<file path="src/rtl/aes_stream_pkg.sv">
// Shared definitions for the ROM-to-AES block streamer: block geometry,
// FSM state encoding and a byte extraction helper.
package aes_stream_pkg;

   localparam int BLK_BYTES = 16;
   localparam int BLK_W     = 128;

   typedef enum logic [2:0] {
      IDLE,
      FETCH,
      SEND,
      WAIT,
      WRITE,
      DONE
   } state_t;

   // Byte j of a block, byte 0 being the most significant ([127:120]).
   function automatic logic [7:0] byte_of(input logic [BLK_W-1:0] blk, input logic [3:0] j);
      logic [BLK_W-1:0] shifted;
      shifted = blk << {j, 3'b000};
      return shifted[BLK_W-1 -: 8];
   endfunction

endpackage

</file>
<file path="src/rtl/block_pack_unpack.sv">
// Datapath for one AES block: a shift-in buffer that packs ciphertext bytes
// MSB first, a load register holding the plaintext, and the byte counter
// that walks the plaintext out one byte per write cycle.
module block_pack_unpack
   import aes_stream_pkg::*;
(
   input  logic             clk,
   input  logic             rst_n,
   input  logic             shift_en_i,
   input  logic [7:0]       shift_byte_i,
   input  logic             load_en_i,
   input  logic [BLK_W-1:0] load_data_i,
   input  logic             cnt_inc_i,
   output logic [BLK_W-1:0] pack_data_o,
   output logic [7:0]       unpack_byte_o,
   output logic [3:0]       cnt_o
);

   logic [BLK_W-1:0] pack_q;
   logic [BLK_W-1:0] unpack_q;
   logic [3:0]       cnt_q;

   // Ciphertext packing: the first byte shifted in ends up in the top byte.
   always_ff @(posedge clk or negedge rst_n) begin
      if (!rst_n)          pack_q <= '0;
      else if (shift_en_i) pack_q <= {pack_q[BLK_W-9:0], shift_byte_i};
   end

   // Plaintext holding register, loaded once per block from the core.
   always_ff @(posedge clk or negedge rst_n) begin
      if (!rst_n)         unpack_q <= '0;
      else if (load_en_i) unpack_q <= load_data_i;
   end

   // Write byte index; wraps to 0 after byte 15 so it is ready for the next block.
   always_ff @(posedge clk or negedge rst_n) begin
      if (!rst_n)         cnt_q <= '0;
      else if (cnt_inc_i) cnt_q <= cnt_q + 4'd1;
   end

   assign pack_data_o   = pack_q;
   assign unpack_byte_o = byte_of(unpack_q, cnt_q);
   assign cnt_o         = cnt_q;

endmodule

</file>
<file path="src/rtl/aes_block_streamer.sv">
// Byte-to-block adapter: fetches 16 ciphertext bytes from the shared ROM port
// while granted, hands the block to the AES core, and writes the plaintext
// back byte by byte into the decryption RAM.
module aes_block_streamer
   import aes_stream_pkg::*;
#(
   parameter int IMG_BYTES = 19200,
   parameter int ADDR_W    = 15
) (
   input  logic              clk,
   input  logic              rst_n,
   input  logic              start,
   input  logic              active,
   output logic [ADDR_W-1:0] rom_addr,
   input  logic [7:0]        rom_data,
   output logic              core_in_valid,
   input  logic              core_in_ready,
   output logic [BLK_W-1:0]  core_in_data,
   input  logic              core_out_valid,
   input  logic [BLK_W-1:0]  core_out_data,
   output logic              wr_en,
   output logic [ADDR_W-1:0] wr_addr,
   output logic [7:0]        wr_data,
   output logic              busy,
   output logic              done
);

   localparam int BLK_IDX_W = ADDR_W - 4;
   localparam logic [BLK_IDX_W-1:0] LAST_BLK = BLK_IDX_W'(IMG_BYTES / BLK_BYTES - 1);

   state_t                state_q, state_d;
   logic [BLK_IDX_W-1:0]  blk_q;
   logic [BLK_IDX_W-1:0]  blk_inc;
   logic [4:0]            k_q;       // next byte to issue, 16 = all issued
   logic [4:0]            k_inc, k_dec;
   logic                  pend_q;    // a byte issued last cycle is due back now
   logic [ADDR_W-1:0]     rom_addr_q;
   logic                  done_q;
   logic [3:0]            cnt;

   logic start_acc, issue, capture, discard, load_en, cnt_inc, next_blk;

   assign k_inc   = k_q + 5'd1;
   assign k_dec   = k_q - 5'd1;
   assign blk_inc = blk_q + 1'b1;

   // FSM state register.
   always_ff @(posedge clk or negedge rst_n) begin
      if (!rst_n) state_q <= IDLE;
      else        state_q <= state_d;
   end

   // Next state and per-cycle control strobes. Issue and discard are mutually
   // exclusive because one needs active=1 and the other active=0.
   always_comb begin
      state_d   = state_q;
      start_acc = 1'b0;
      issue     = 1'b0;
      capture   = 1'b0;
      discard   = 1'b0;
      load_en   = 1'b0;
      cnt_inc   = 1'b0;
      next_blk  = 1'b0;
      case (state_q)
         IDLE: begin
            if (start) begin
               start_acc = 1'b1;
               state_d   = FETCH;
            end
         end
         FETCH: begin
            if (active) begin
               capture = pend_q;
               issue   = !k_q[4];
               if (pend_q && k_q[4]) state_d = SEND;
            end else begin
               discard = pend_q;
            end
         end
         SEND: begin
            if (core_in_ready) state_d = WAIT;
         end
         WAIT: begin
            if (core_out_valid) begin
               load_en = 1'b1;
               state_d = WRITE;
            end
         end
         WRITE: begin
            cnt_inc = 1'b1;
            if (cnt == 4'hF) begin
               if (blk_q == LAST_BLK) begin
                  state_d = DONE;
               end else begin
                  next_blk = 1'b1;
                  state_d  = FETCH;
               end
            end
         end
         DONE:    state_d = IDLE;
         default: state_d = IDLE;
      endcase
   end

   // Fetch bookkeeping. rom_addr always shows the byte to issue next; a byte
   // whose return cycle lost the grant is rolled back so it is reissued.
   always_ff @(posedge clk or negedge rst_n) begin
      if (!rst_n) begin
         blk_q      <= '0;
         k_q        <= '0;
         pend_q     <= 1'b0;
         rom_addr_q <= '0;
      end else if (start_acc) begin
         blk_q      <= '0;
         k_q        <= '0;
         pend_q     <= 1'b0;
         rom_addr_q <= '0;
      end else if (next_blk) begin
         blk_q      <= blk_inc;
         k_q        <= '0;
         pend_q     <= 1'b0;
         rom_addr_q <= {blk_inc, 4'd0};
      end else if (issue) begin
         k_q    <= k_inc;
         pend_q <= 1'b1;
         if (k_q[3:0] != 4'hF) rom_addr_q <= {blk_q, k_inc[3:0]};
      end else if (discard) begin
         k_q        <= k_dec;
         pend_q     <= 1'b0;
         rom_addr_q <= {blk_q, k_dec[3:0]};
      end else if (capture) begin
         pend_q <= 1'b0;
      end
   end

   // Completion flag: set on entering DONE, held until the next accepted start.
   always_ff @(posedge clk or negedge rst_n) begin
      if (!rst_n)                done_q <= 1'b0;
      else if (start_acc)        done_q <= 1'b0;
      else if (state_d == DONE)  done_q <= 1'b1;
   end

   block_pack_unpack u_pack (
      .clk          (clk),
      .rst_n        (rst_n),
      .shift_en_i   (capture),
      .shift_byte_i (rom_data),
      .load_en_i    (load_en),
      .load_data_i  (core_out_data),
      .cnt_inc_i    (cnt_inc),
      .pack_data_o  (core_in_data),
      .unpack_byte_o(wr_data),
      .cnt_o        (cnt)
   );

   assign rom_addr      = rom_addr_q;
   assign core_in_valid = (state_q == SEND);
   assign wr_en         = (state_q == WRITE);
   assign wr_addr       = {blk_q, cnt};
   assign busy          = (state_q == FETCH) || (state_q == SEND) ||
                          (state_q == WAIT)  || (state_q == WRITE);
   assign done          = done_q;

endmodule

</file>
<file path="config.mk">
export PLATFORM = sky130hd
export DESIGN_NAME = aes_block_streamer
export DESIGN_NICKNAME = d
export VERILOG_FILES = /design/src/rtl/aes_stream_pkg.sv /design/src/rtl/block_pack_unpack.sv /design/src/rtl/aes_block_streamer.sv
export SDC_FILE = /design/constraint.sdc
export NUM_CORES = 1
export LEC_CHECK = 0
export BUFFER_PORTS_ARGS = -buffer_cell sky130_fd_sc_hd__buf_2
export CAP_MARGIN = 30
export CORE_MARGIN = 2
export CORE_UTILIZATION = 25
export CTS_CLUSTER_DIAMETER = 200
export DETAILED_ROUTE_END_ITERATION = 8
export GPL_TIMING_DRIVEN = 0
export SYNTH_ARGS = -nofsm -noshare
export SYNTH_HDL_FRONTEND = slang
export SYNTH_SLANG_ARGS = --single-unit
</file>
<file path="constraint.sdc">
create_clock -name clk -period 3.1 [get_ports clk]
set_input_delay 0.155 -clock clk [delete_from_list [all_inputs] [get_ports clk]]
set_output_delay 0.155 -clock clk [all_outputs]
set_load 0.05 [all_outputs]
</file>
After elaboration in Yosys (flattened, before gate mapping):

Cells that the tools add are included.

* reductions and logical operators: 11
* bitwise gates (word level): 0
* multiply operators: 0
* magnitude comparators: 0
* div/mod/pow operators: 0
* add/sub/neg operators: 4
* eq/ne operators: 9
* shift operators: 1
* mux-type cells: 40

Operator list (count)
* 128-bit by 7-bit left shift with 128-bit output: 1
* 15-bit two-way mux: 5
* 11-bit two-way mux: 2
* 1-bit two-way mux: 21
* 3-bit two-way mux: 7
* 5-bit two-way mux: 4
* 3-bit case mux with 5 select lines: 1
* 11-bit by 1-bit adder with 11-bit output, second input constant: 1
* 11-bit == test, second input constant: 1
* 3-bit by 2-bit == test with 1-bit output, second input constant: 2
* 3-bit == test, second input constant: 2
* 5-bit by 1-bit adder with 5-bit output, second input constant: 1
* 5-bit nonzero test: 1
* 5-bit by 1-bit subtractor with 5-bit output, second input constant: 1
* 4-bit by 1-bit adder with 4-bit output, second input constant: 1
* 4-bit == test, second input constant: 1
* 4-bit by 2-bit != test with 1-bit output, second input constant: 1
* 4-bit != test, second input constant: 1
* 2-bit nonzero test: 2
* 4-bit nonzero test: 1
* 3-bit by 1-bit == test with 1-bit output, second input constant: 1
* 3-bit logical NOT: 1
* 1-bit logical OR: 3
* 2-bit AND reduction: 1
* other kinds (2): 2

* latch bits: 0
* word-level logic and storage cells: 74
* bits in read-only memories: 0
* memories kept: 0
* RAM bits: 0
* register bits: 296
* bits of input ports: 142
* output and inout port bits: 170

Depth between registers and ports, before layout:

Gate-level depths: netlist of the first run.

* word-level depth: 7
* gate-level depth with buffers: 7
* mapped depth without buffers: 7

Cells and area by module:

A second synthesis of the first run with hierarchy kept.

* cell total of the unflattened synthesis: 802
* area, all modules: 12560.8 um^2

By module, submodules not included
* block_pack_unpack: cells each 622, sequential area each 6506.2 um^2, area each 10649.0 um^2, times used 1
* aes_block_streamer: cells each 180, sequential area each 900.9 um^2, area each 1911.8 um^2, times used 1

Worst setup path before layout of the first run:

No wires, ideal clock.

* kind: reg-to-output
* start point: register u_pack.cnt_q[0] (netlist: u_pack.cnt_o[0])
* end point: output port wr_data[0]
* data required time: 2945 ps
* path buffers: 3
* path slack: 269 ps
* arrival: 2676 ps
* stages on the path, launching flop included: 7
* cell sequence: dfrtp_1 buf_2 buf_2 buf_2 mux4_2 mux2i_1 a21oi_1

* word-level cells in the longest chain between the ends: 1

Ends and longest elaborated chain
* start, declared: line block_pack_unpack.sv:21 `logic [3:0] cnt_q;`
* start signal, assigned: line block_pack_unpack.sv:38 `else if (cnt_inc_i) cnt_q <= cnt_q + 4'd1;`
* 128-bit by 7-bit left shift with 128-bit output: line aes_stream_pkg.sv:20 `shifted = blk << {j, 3'b000};`
* end, declared: line aes_block_streamer.sv:23 `output logic [7:0] wr_data,`

Every way passes these cells.

Worst setup path in the final report of the first run:

* start point: register u_pack.cnt_q[0] (netlist: u_pack.cnt_o[0])
* end point: output port wr_data[2]

The elaborated chain is that of the path after synthesis.

==> results of run 1 <==
==> power groups by stage <==
stage | clock, mW | combinational (mW) | sequential [mW]
after global placement | 0 | 5.56 | 5.76
after detailed placement | 0 | 5.65 | 5.83
final | 4.44 | 5.77 | 5.78
after global routing | 4.73 | 6.15 | 5.92
after floorplan | 0 | 2.73 | 7.07
after CTS | 4.58 | 5.84 | 5.77
==> kinds of logic after synthesis <==
kind of cell | synth area share, %
mux | 30.59
flops | 59.28
simple gates | 4.175
buf+inv | 1.953
compound gates | 2.553
xor+xnor | 1.051
fa+ha+maj | 0.4005
==> stage by stage <==
step	setup TNS [ps]	hold WS, ps	worst slack (ps)	std cells
finish	0	77.25	165.2	2001
global route	0	60.93	1.509	2001
CTS	0	39.10	65.85	2000
detailed placement	0	188.1	102.5	1800
global placement	-1114170	386.1	-3807	1797
floorplan	0	-140.6	268.7	822
==> layout make-up <==
| type | count | area share, % |
|---|---|---|
| Timing Repair Buffer | 452 | 17.08 |
| Buffer | 49 | 1.392 |
| Sequential cell | 296 | 42.05 |
| Clock buffer | 51 | 6.009 |
| Antenna cell | 1 | 0.01421 |
| Inverter | 6 | 0.1279 |
| Tap cell | 664 | 4.717 |
| Multi-Input combinational cell | 471 | 27.55 |
| Clock inverter | 11 | 1.058 |
==> Yosys cell counts (2+ instances only) <==
master	instances	area (um^2)
a211oi_1	10	75.07
a21oi_1	18	90.09
a31oi_1	2	12.51
and3_1	4	25.02
buf_1	4	15.01
buf_2	21	105.1
clkbuf_1	22	82.58
dfrtp_1	296	7407
ha_1	4	50.05
inv_1	6	22.52
mux2_1	3	33.78
mux2_2	260	2928
mux2i_1	14	140.1
mux4_2	32	720.7
nand2_1	17	63.81
nand2b_1	3	18.77
nand3_1	10	50.05
nand4_1	5	31.28
nor2_1	17	63.81
nor2_2	2	12.51
nor2b_1	9	56.30
nor3_1	4	20.02
nor3b_1	2	15.01
nor4_1	4	25.02
o211ai_1	2	15.01
o21ai_0	4	20.02
o22ai_1	2	12.51
or3_1	3	18.77
or3b_2	2	17.52
or4_1	2	15.01
xnor2_1	10	87.58
xor2_1	5	43.79
==> path summary, 6_finish.rpt <==
| kind | cells past startpoint | end | slack, ps |
|---|---|---|---|
| worst max-delay path | 7 | wr_data[2] | 170 |
| worst min-delay path | 3 | state_q[0] | 80 |
| worst max register to register | 6 | rom_addr[14] | 390 |
| worst min register to register | 1 | rom_addr[13] | 480 |
| max in group asynchronous | 3 | u_pack.unpack_q[4] | 1830 |
| min in group asynchronous | 2 | u_pack.pack_data_o[16] | 200 |
==> layer usage <==
layer | global-route usage (%) | part of all wire [%] | vias up
met4 | 4.554 | 2.1 | 4
met3 | 4.801 | 7.8 | 53
met2 | 25.19 | 49 | 292
li1 | - | - | 3987
met1 | 16.94 | 41 | 4479
met5 | 0 | 0.071 | -
==> worst reg2reg max path, cell delays in order (launching register included) <==
cell,delay (ps)
dfrtp_1,370
clkbuf_1,220
nor3b_1,450
o211ai_1,400
a21oi_1,570
nor2_2,200
mux2_1,360
==> placed cells by master (no fill, tap or decap), types with 6 or more instances in the layout <==
cell type | synthesis | routed
nor2_1 | 17 | 17
dfrtp_1 | 296 | 296
inv_1 | 6 | 6
mux4_2 | 32 | 32
buf_2 | 21 | 329
clkbuf_16 | 0 | 37
mux2i_1 | 14 | 13
nand3_1 | 10 | 10
clkbuf_1 | 22 | 24
nor2b_1 | 9 | 9
mux2_2 | 260 | 260
dlygate4sd3_1 | 0 | 138
nand2_1 | 17 | 17
a21oi_1 | 18 | 18
a211oi_1 | 10 | 9
xnor2_1 | 10 | 10
clkbuf_8 | 0 | 8
==> flip-flops by register name, indices dropped and copies added (netlist names) <==
| register | count |
|---|---|
| u_pack.pack_data_o | 128 |
| u_pack.unpack_q | 128 |
| rom_addr | 15 |
| blk_q | 11 |
| k_q | 5 |
| u_pack.cnt_o | 4 |
| state_q | 3 |
| done | 1 |
| pend_q | 1 |
==> timing repair <==
action,CTS,global route
resized for setup,11,3
endpoints found under the setup margin,8,3
hold buffers,138,0
hold endpoints to repair,213,0
==> flow_summary.ini, run 1 <==
[floorplanning]
die_h_um = 227.6
coreArea_um2 = 49150
initial_core_util_pct = 25.42
rows = 81
dieArea_um2 = 51790
die_x_um = 227.6
ios = 312

[hold_path]
hp-start = active
hp-class = primary input to flip-flop

[global_routing]
first_global_vias = 9487
antenna_found_initial = 3
grt_first_pass_wirelength_um = 56560
grt_use_total_pct = 14.52
grt_max_degree = 115
grt_overflow = 0

[drt]
routed_wl_um = 37910
drtPass1Iterations = 4
drc_errors = 0
drtAntennaViolNets = 0
dr.first_iter.drc_count = 348
via_count = 8815
avgRoutedWirePerCell_um = 18.95
viasPerCell = 4.405

[placed_design]
port_buffers = 311
hpwl_um = 27090
globalplace.congestion = 0.8441
post_dp_cell_area_um2 = 14950

[timing]
rsz0062_at_grt = false
drv_slew = 0
post-route-min-period_ps = 2935
maxSlewHeadroom_pct = 41.17
fin_skew_ps = 11.91
finalHoldViolCount = 0
finalSetupViolCount = 0
fin_crit_sh_pct = 94.67
fmax_mhz = 340.7
tightestPinTransition_ps = 882.5

[critical_path]
endpoint_kind = output port
slowest_delay_ps = 580
r2r_start = state_q[1]
cp_data_required_time_ps = 2940
startpoint = u_pack.cnt_o[0]
crit_arrival_ps = 2780
worstSetupStartpointType = flip-flop
cp_top_family = buffers and inverters
cp_num_buf_inv = 4
critPathMaxFanout = 10
cp_slowest_cell = mux4_2
crit_chain = buf_4 -> buf_6 -> buf_6 -> mux4_2 -> mux2i_1 -> a21oi_1 -> buf_2
cp_common_cell = buf_6
critPathKind = flip-flop to output port

[logic_synthesis]
async_flop_share_pct = 100.0
ys_seq_area_share_pct = 59.28
syn_area_um2 = 12500
synthCells = 822
synth_edf_count = 0
yosys_warnings = 0
synth.distinct_cells = 55
syn_area_per_cell_um2 = 15.20
ys_ff_latch = 296
synth_ff_type = dfrtp_1
synth_nets = 968

[cells_and_area]
finish.instance_area_um2 = 17610
multi_input_area_um2 = 4853
utilization_pct = 35.84
fillers = 4715
area_delta_synth_final_pct = 40.96
drive_above_1_share_pct = 52.47
seq_area_um2 = 7407
layout.nets = 1457

[clocking]
cts_inserted_buffers = 35
cts_tree = built
cts_buffer_depth = 3
cts_max_level = 2
path_clk_slew_ps = 60
root_buffer = clkbuf_16
clock_sinks = 296
post-cts-setup-buffer-count = 0
insertion_delay_ps = 530

[run_status]
status = finished clean

[power_and_ir_drop]
total_leakage_power_nw = 8.729
p_sw_mw = 5.884
powerDensity_nw_per_um2 = 907.6
p_comb_share_pct = 36.1
internal-power_mw = 10.10
switching_share_pct = 36.81
ir_drop_mv = 0.8546
power.total_mw = 15.99
p_seq_share_pct = 36.1
p_clk_share_pct = 27.8

[flow_run]
max_cap_viol_count = 0
Note: power is estimated with default switching activity, not from simulation.
==> inputs of run 2 (changes only) <==
Settings changed: ABC_AREA from default to 1.
==> run 2 against run 1 <==
Combinational power rose by 71%. Final area up 1.2%. Setup slack worse by 25 ps. Global-route usage grew 1.7 points. Routed wire length increased by 14%. Via count grew 26%. Non-clock buffer count grew 20. Area after synthesis up 2.2%. Maximum frequency decreased by 0.86%. Clock skew rose by 16 ps. Sequential power up 18%. Critical path type unchanged. Highest routed layer is now met4.
==> flow_summary.ini, run 2 <==
[clocking]
cts_max_level = 2
root_buffer = clkbuf_16
insertion_delay_ps = 550
cts_buffer_depth = 3
cts_inserted_buffers = 37
cts_tree = built
path_clk_slew_ps = 50
clock_sinks = 296
post-cts-setup-buffer-count = 0

[critical_path]
cp_data_required_time_ps = 2940
worstSetupStartpointType = flip-flop
critPathKind = flip-flop to output port
r2r_start = state_q[2]
r2r_cells = 8
rr_endpoint = pend_q
crit_arrival_ps = 2810
worst-r2r-setup-slack_ps = 980
endpoint_kind = output port
critPathMaxFanout = 10

[cells_and_area]
layout.nets = 1903
fillers = 5057
seq_area_um2 = 7407
drive_above_1_share_pct = 31.50
area_delta_synth_final_pct = 39.61
final_common_cell = buf_2
multi_input_area_um2 = 4574
finish.instance_area_um2 = 17820
final_cell_mix = buf_2, dfrtp_1, nand2_1

[global_routing]
grt_overflow = 0
grt_use_total_pct = 16.18
grt_max_degree = 117
grt_first_pass_wirelength_um = 67100
first_global_vias = 11746
antenna_found_initial = 1

[drt]
avgRoutedWirePerCell_um = 17.63
drtPass1Iterations = 5
drtAntennaViolNets = 0
drc_errors = 0
dr.first_iter.drc_count = 707
routed_wl_um = 43310
via_count = 11071
viasPerCell = 4.506

[logic_synthesis]
syn_area_um2 = 12770
yosys_warnings = 0
synth.distinct_cells = 31
synth_ff_type = dfrtp_1
yosysTopAreaCell = dfrtp_1
synth_top_area_share_pct = 58.02
ys_ff_latch = 296
synth_nets = 1412
synthCells = 1266
ys_seq_area_share_pct = 58.02
synth_most_common_cell = dfrtp_1
synthTopCellsByArea = dfrtp_1, mux2_2, nand2_1
ys_top_cells_by_count = dfrtp_1, nand2_1, nor2_1
async_flop_share_pct = 100.0
synth_edf_count = 0
syn_area_per_cell_um2 = 10.08

[floorplanning]
dieArea_um2 = 52890
die_h_um = 230.0
initial_core_util_pct = 25.40
ios = 312
coreArea_um2 = 50270
rows = 82
die_x_um = 230.0

[timing]
fin_crit_sh_pct = 95.49
finalSetupTns_ps = 0
rsz0062_at_grt = false
fmax_mhz = 337.8
drv_slew = 0
fin_skew_ps = 27.50
finalHoldViolCount = 0
finalSetupViolCount = 0
tightestPinTransition_ps = 771.8
maxSlewHeadroom_pct = 48.55
post-route-min-period_ps = 2960

[hold_path]
hold_end = state_q[1]
hp-start = core_out_valid
holdPathStages = 4
hp-class = primary input to flip-flop

[placed_design]
post_dp_cell_area_um2 = 15230
port_buffers = 311
hpwl_um = 31320
globalplace.congestion = 0.8919

[run_status]
status = finished clean

[flow_run]
max_cap_viol_count = 0

[power_and_ir_drop]
total_leakage_power_nw = 8.877
powerDensity_nw_per_um2 = 1172
ir_drop_mv = 0.8372
power.total_mw = 20.89
[run 2: changes by cell type in the layout (fill, tap and decap cells not counted), moves of 49 or more]
cell	previous run	this run
mux2_2	260	128
nand2_1	17	186
o21ai_0	4	135
inv_1	6	98
nor2_1	17	166
a21oi_1	18	67
[run 2: layer usage]
| layer | up-vias | track usage, % | part of all wire, % |
|---|---|---|---|
| met1 | 5362 | 19.40 | 41 |
| li1 | 5146 | - | - |
| met3 | 84 | 5.221 | 9.0 |
| met4 | 0 | 6.169 | 3.3 |
| met5 | - | 0 | 0 |
| met2 | 479 | 26.98 | 47 |
[run 2: where the power goes]
part / switching (mW) / internal (mW) / total, mW
combinational: 7.12 / 2.71 / 9.84
clock: 1.72 / 2.51 / 4.23
sequential: 1.20 / 5.62 / 6.82
[run 2: cell families after synthesis]
family / share of synthesized area, %
fa+ha+maj: 0.3920
xor+xnor: 0.8232
simple gates: 12.99
buf+inv: 6.203
compound gates: 10.29
mux: 11.29
flops: 58.02
[run 2: metrics by stage]
stage | utilization, % | hold slack, ps | std cells | worst slack, ps
finish | 35.46 | 40.23 | 2457 | 139.8
global route | 35.45 | 52.57 | 2456 | 7.214
CTS | 35.43 | 4.011 | 2456 | 125.6
detailed placement | 30.29 | 167.5 | 2251 | 527.0
global placement | 30.16 | 388.7 | 2249 | -3813
floorplan | - | -140.6 | 1266 | 950.9
[run 2: what timing repair did]
item                                   CTS  global route
hold buffers                           139             0
endpoints found under the hold margin  205             0
resized for setup                        1             5
setup endpoints to repair                3             4
[run 2: how the worst max path moves through the flow]
stage / end / from / slack, ps
after global routing: wr_data[3] / u_pack.cnt_o[0] / 7
after CTS: wr_data[3] / u_pack.cnt_o[0] / 130
final: wr_data[0] / u_pack.cnt_o[0] / 140
after floorplan: wr_data[0] / u_pack.cnt_o[0] / 950
after detailed placement: wr_data[3] / u_pack.cnt_o[0] / 530
after global placement: u_pack.pack_data_o[118] / rst_n / -3810
[run 2: cell type report]
cell class	count	area share [%]
diodes	1	0.01404
inverters	103	2.169
clock buffers	53	5.812
multi-input cells	798	25.66
well taps	672	4.717
flip-flops and latches	296	41.56
repair buffers	452	16.90
plain buffers	69	2.295
clock inverters	13	0.8704
[run 2: critical path, stage by stage, from the launching register on]
cell	delay, ps
dfrtp_1	430
buf_2	220
inv_1	90
buf_2	220
buf_2	290
nor2_1	70
o211ai_1	380
nand3_1	130
nand3_1	130
buf_2	290
